**config.mk**
```make
export PLATFORM = sky130hd
export DESIGN_NAME = hazard_scoreboard
export DESIGN_NICKNAME = d
export VERILOG_FILES = /design/src/rtl/hazard_scoreboard.sv
export SDC_FILE = /design/constraint.sdc
export NUM_CORES = 1
export LEC_CHECK = 0
export ABC_AREA = 1
export BUFFER_PORTS_ARGS = -buffer_cell sky130_fd_sc_hd__buf_2
export CAP_MARGIN = 20
export CORE_ASPECT_RATIO = 0.6
export CORE_MARGIN = 5
export CORE_UTILIZATION = 44
export DETAILED_ROUTE_END_ITERATION = 10
export PLACE_DENSITY = 0.74
export SLEW_MARGIN = 40
export SYNTH_ARGS = -nofsm -noshare
export SYNTH_HDL_FRONTEND = slang
export SYNTH_SLANG_ARGS = --single-unit
```
**constraint.sdc**
```tcl
create_clock -name clk -period 2.2 [get_ports clk]
set_clock_uncertainty 0.05 [all_clocks]
set_input_delay 0.11 -clock clk [delete_from_list [all_inputs] [get_ports clk]]
set_output_delay 0.11 -clock clk [all_outputs]
set_load 0.03 [all_outputs]
```
**src/rtl/hazard_scoreboard.sv**
```systemverilog
// ============================================================================
// Module      : hazard_scoreboard
// Description : Decode-stage hazard unit: load-use and write-decode stalls
//               plus a busy scoreboard for variable-latency long operations.
// Revision    : 1.0 - initial release
// ============================================================================
`default_nettype none

module hazard_scoreboard #(
   parameter int NUM_REGS        = 32,
   parameter int REG_W           = 5,
   parameter int MAX_OUTSTANDING = 4,
   parameter int CNT_W           = 3,
   parameter int RF_BYPASS       = 0,
   parameter int STORE_DATA_FWD  = 1
) (
   input  logic                clk,
   input  logic                rst_n,
   input  logic                d_valid,
   input  logic [REG_W-1:0]    d_rs1,
   input  logic [REG_W-1:0]    d_rs2,
   input  logic                d_use_rs1,
   input  logic                d_use_rs2,
   input  logic                d_is_store,
   input  logic                d_is_long,
   input  logic [REG_W-1:0]    d_rd,
   input  logic                x_valid,
   input  logic [REG_W-1:0]    x_rd,
   input  logic                x_is_load,
   input  logic                x_is_long,
   input  logic                x_is_jump,
   input  logic                branch_taken,
   input  logic                w_valid,
   input  logic                w_we,
   input  logic [REG_W-1:0]    w_rd,
   input  logic                cpl_valid,
   input  logic [REG_W-1:0]    cpl_rd,
   output logic                stall,
   output logic                stall_load_use,
   output logic                stall_wd,
   output logic                stall_busy,
   output logic                stall_full,
   output logic [NUM_REGS-1:0] busy_vec,
   output logic [CNT_W-1:0]    outstanding,
   output logic                err_cpl
);

   localparam logic [CNT_W:0]   C_MAX_EXT = (CNT_W+1)'(MAX_OUTSTANDING);
   localparam logic [CNT_W-1:0] C_MAX_CNT = CNT_W'(MAX_OUTSTANDING);
   localparam logic             C_WD_EN   = (RF_BYPASS == 0);
   localparam logic             C_SD_FWD  = (STORE_DATA_FWD != 0);

   logic [NUM_REGS-1:0] r_busy;
   logic [NUM_REGS-1:0] w_busy_next;
   logic [CNT_W-1:0]    r_cnt;
   logic                r_err;

   logic w_issue, w_flush, w_cpl_legal;
   logic w_rs1_act, w_rs2_act;
   logic w_rs1_raw, w_rs2_raw, w_waw;
   logic w_load_use, w_wd, w_busy_hit, w_full;
   logic [CNT_W:0] w_cnt_proj;

   assign w_issue     = x_valid & x_is_long;
   assign w_flush     = branch_taken | x_is_jump;
   assign w_cpl_legal = cpl_valid & (r_cnt != '0);

   assign w_rs1_act = d_use_rs1 & (d_rs1 != '0);
   assign w_rs2_act = d_use_rs2 & (d_rs2 != '0);

   assign w_load_use = d_valid & x_valid & x_is_load & (x_rd != '0) &
                       ((w_rs1_act & (d_rs1 == x_rd)) |
                        (w_rs2_act & (d_rs2 == x_rd) & ~(C_SD_FWD & d_is_store)));

   assign w_wd = d_valid & C_WD_EN & w_valid & w_we &
                 ((w_rs1_act & (d_rs1 == w_rd)) | (w_rs2_act & (d_rs2 == w_rd)));

   // A completion arriving this cycle releases its register in time for D.
   assign w_rs1_raw = w_rs1_act &
                      ((r_busy[d_rs1] & ~(cpl_valid & (cpl_rd == d_rs1))) |
                       (w_issue & (x_rd != '0) & (x_rd == d_rs1)));
   assign w_rs2_raw = w_rs2_act &
                      ((r_busy[d_rs2] & ~(cpl_valid & (cpl_rd == d_rs2))) |
                       (w_issue & (x_rd != '0) & (x_rd == d_rs2)));
   assign w_waw     = d_is_long & (r_busy[d_rd] | (w_issue & (d_rd == x_rd)));

   assign w_busy_hit = d_valid & (w_rs1_raw | w_rs2_raw | w_waw);

   assign w_cnt_proj = ({1'b0, r_cnt} + (CNT_W+1)'(w_issue)) - (CNT_W+1)'(w_cpl_legal);
   assign w_full     = d_valid & d_is_long & (w_cnt_proj >= C_MAX_EXT);

   always_comb begin
      stall_load_use = 1'b0;
      stall_wd       = 1'b0;
      stall_busy     = 1'b0;
      stall_full     = 1'b0;
      if (!w_flush) begin
         stall_load_use = w_load_use;
         stall_wd       = w_wd;
         stall_busy     = w_busy_hit;
         stall_full     = w_full;
      end
      stall = stall_load_use | stall_wd | stall_busy | stall_full;
   end

   // Clear then set, so a same-index issue and completion leaves the bit set.
   always_comb begin
      w_busy_next = r_busy;
      if (cpl_valid)
         w_busy_next[cpl_rd] = 1'b0;
      if (w_issue && (x_rd != '0))
         w_busy_next[x_rd] = 1'b1;
      w_busy_next[0] = 1'b0;
   end

   always_ff @(posedge clk or negedge rst_n) begin
      if (!rst_n) begin
         r_busy <= '0;
         r_cnt  <= '0;
         r_err  <= 1'b0;
      end else begin
         r_busy <= w_busy_next;
         if (w_issue && !w_cpl_legal) begin
            if (r_cnt != C_MAX_CNT)
               r_cnt <= r_cnt + 1'b1;
         end else if (!w_issue && w_cpl_legal) begin
            r_cnt <= r_cnt - 1'b1;
         end
         if ((cpl_valid && (r_cnt == '0)) ||
             (cpl_valid && (cpl_rd != '0) && !r_busy[cpl_rd]) ||
             (w_issue && !w_cpl_legal && (r_cnt == C_MAX_CNT)))
            r_err <= 1'b1;
      end
   end

   assign busy_vec    = r_busy;
   assign outstanding = r_cnt;
   assign err_cpl     = r_err;

endmodule

`default_nettype wire

```
==> impl_metrics.py <==
metrics = {
    "logic_synthesis": {
        "ys_types": 31,
        "syn_nets": 632,
        "syn_inst": 582,
        "synth_seq_area_share_pct": 24.8,
        "syn_area_per_cell_um2": 6.06,
        "ys_seq_elements": 35,
        "syn-cell-area_mm2": 0.00352,
        "ys_warn_count": 0,
    },
    "setup_path": {
        "path_class": "flip-flop to output port",
        "critPathRequiredTime_ns": 2.04,
        "cp.arrival_ns": 2.28,
        "crit_path_end_kind": "output port",
        "start_kind": "flip-flop",
        "critPathMaxFanout": 2,
    },
    "pwr": {
        "seqPwrFrac_pct": 27.7,
        "sw_frac_of_total_pct": 44.8,
        "pwr_density_cell_mw_per_mm2": 835,
        "power.switching_w": 0.00167,
        "p_clk_share_pct": 22.1,
        "power_frac_comb_pct": 50.2,
        "irDropWorstVdd_uv": 1000,
        "leakage_nw": 2.22,
        "intPower_w": 0.00205,
    },
    "timing": {
        "setup_tns_ns": -0.571,
        "hold_ws_ns": 0.158,
        "fin_crit_ns": 2.44,
        "finalHoldViolCount": 0,
        "worst_slack_ns": -0.244,
        "worst_slew_pin_slew_ns": 0.616,
        "max_freq_ghz": 0.409,
        "grt_setup_unrepaired": "true",
        "relSlewSlack_pct": 58.8,
        "maxSlewViolCount": 0,
        "finalCritPeriodShare_pct": 111,
        "setup_viol": 5,
    },
    "cells_and_area": {
        "num_antenna_cells": 0,
        "fin_nets": 727,
        "final_common_cell": "nand2_1",
        "final_cell_mix": "nand2_1 (146), buf_2 (80), inv_1 (79)",
        "layout-drive-gt1-share_pct": 22.4,
        "area_growth_pct": 26.2,
    },
    "drt": {
        "wl_per_cell_um": 19.6,
        "drc": 0,
        "vias": 4627,
        "drtPass1Iterations": 5,
        "drtIter0Drc": 749,
        "drt-vias-per-instance": 5.89,
        "ant_nets": 0,
        "routed_wl_mm": 15.4,
    },
    "placement": {
        "dpl.hpwl_mm": 11.7,
        "port_buffers": 84,
        "gp_congestion": 1.04,
    },
    "global_route": {
        "grt_overflow": 0,
        "grt_max_degree": 36,
        "grt_pass1_wl_mm": 23.6,
        "antenna_found_initial": 0,
        "grt_pass1_vias": 4332,
        "grt_usage_pct": 30.0,
    },
    "die": {
        "start_util_pct": 44.9,
        "coreArea_mm2": 0.00785,
        "die_h_um": 79.3,
        "fp.dieArea_mm2": 0.00996,
        "io_pins": 86,
        "die_w_um": 126,
        "fp-row-count": 25,
    },
    "hold_path": {
        "min_path_type": "primary input to flip-flop",
    },
    "flow_run": {
        "cap_viol_max_count": 0,
    },
    "cts": {
        "clkSlewWorstSetupHoldPaths_ns": 0.05,
        "numCtsBuffers": 5,
        "cts-root-buf": "clkbuf_16",
        "insertion_delay_ns": 0.28,
        "h-tree-depth": 2,
        "cts.path.max_buffers": 2,
        "cts_tree": "yes",
        "cts_num_sinks": 35,
    },
    "status": {
        "outcome": "finished, violations left",
        "violations": "negative setup slack",
    },
}
layer usage:
| metal | vias to the layer above | wire length (um) | part of all wire, % | global-route usage (%) |
|---|---|---|---|---|
| met5 | - | 0 | 0 | 0 |
| met4 | 0 | 247 | 1.6 | 8.33 |
| met3 | 28 | 2130 | 14 | 6.45 |
| met2 | 334 | 6160 | 40 | 41.8 |
| met1 | 2163 | 6870 | 45 | 45.9 |
| li1 | 2102 | - | - | - |
synthesized netlist by cell type:
cell type  instances  area (um2)
o21ai_0           74         370
buf_4              3        22.5
o21bai_1           1        7.51
nor3_2             1        10.0
o22ai_1           10        62.6
dfrtp_1           35         876
clkbuf_2           1        5.00
o211ai_1          10        75.1
conb_1             1        3.75
a22oi_1            7        52.6
nand2_2            1        6.26
a22o_1             1        8.76
a21oi_1            9        45.0
nand4_1            7        43.8
nand2_1          147         552
fa_1               1        20.0
buf_2             15        75.1
clkbuf_1           2        7.51
xnor2_1           12         105
nor3_1            18        90.1
nor2_2             1        6.26
nor2_1            36         135
xor2_1            10        87.6
o31ai_1            3        22.5
or2_2              2        12.5
nand3_1           75         375
o221ai_1           5        43.8
inv_1             85         319
inv_2              3        11.3
buf_6              2        22.5
ha_1               4        50.1
worst paths after layout:
check / startpoint / slack (ns) / cells after the start / endpoint
worst max-delay path: outstanding[1]$_DFFE_PN0P_ / -0.24 / 15 / stall
worst min-delay path: x_rd[1] / 0.16 / 2 / busy_vec[1]$_DFF_PN0_
worst max register to register: outstanding[1]$_DFFE_PN0P_ / -0.11 / 15 / outstanding[2]$_DFFE_PN0P_
worst min register to register: err_cpl$_DFFE_PN0P_ / 0.44 / 2 / err_cpl$_DFFE_PN0P_
max in group asynchronous: rst_n / 1.48 / 2 / busy_vec[20]$_DFF_PN0_
min in group asynchronous: rst_n / 0.27 / 2 / busy_vec[4]$_DFF_PN0_
registers in the layout, summed over array words and instances, names as in the netlist:
register	count
outstanding	3
busy_vec	31
err_cpl	1
timing repair:
item	4_1_cts	5_1_grt
endpoints found under the hold margin	35	0
pin swaps	10	15
endpoints found under the setup margin	2	6
resized for setup	15	23
buffers inserted	15	2
hold buffers	1	0
final cells by class:
cell class                 instances  area (um2)
fill                             767        3400
multi-input combinational        436        2270
sequential                        35         886
timing repair buffer             111         651
inverter                          88         333
clock buffer                       6         139
tap                              108         135
clock inverter                     2        35.0
kinds of logic (layout without fill, tap and decap cells):
group / Yosys count / in the layout / share of synthesized area [%]
AOI/OAI and AO/OA: 120 / 120 / 19.5
xor gates and xnor gates: 22 / 22 / 5.47
adders and majority gates: 5 / 5 / 1.99
buffers and inverters: 111 / 207 / 13.1
DFF: 35 / 35 / 24.8
other: 1 / 1 / 0.106
and+or+nand+nor: 288 / 288 / 34.9
through the flow:
stage                     power (W)  worst slack, ns  util [%]  area (um2)  instances
final                       0.00372           -0.244      56.7        4450        786
after global routing        0.00392           -0.341      56.7        4450        786
after CTS                   0.00355           -0.218      55.6        4370        784
after detailed placement    0.00248           0.0261      51.2        4020        760
after global placement      0.00246           0.0791      51.2        4020        760
after floorplan             0.00193           0.0552         -        3530        582
worst max-delay path, stage by stage, from the launching register on:
cell,delay [ns]
dfrtp_2,0.40
nor2_2,0.13
inv_2,0.06
nor2_4,0.11
nor2_4,0.05
buf_4,0.13
inv_2,0.05
ha_4,0.20
o21bai_1,0.17
xnor2_1,0.14
nand2_1,0.11
nand3_2,0.09
nand2_1,0.05
nor2_1,0.09
nand2_1,0.07
buf_6,0.14
power by group through the flow:
stage               combinational (W)  sequential (W)  clock, W
finish                        0.00187         0.00103  0.000821
floorplan                    0.000730         0.00120         0
detailed placement            0.00147         0.00101         0
CTS                           0.00173        0.000996  0.000826
global placement              0.00146         0.00100         0
global route                  0.00202         0.00104  0.000863
Note: power is estimated with default switching activity, not from simulation.
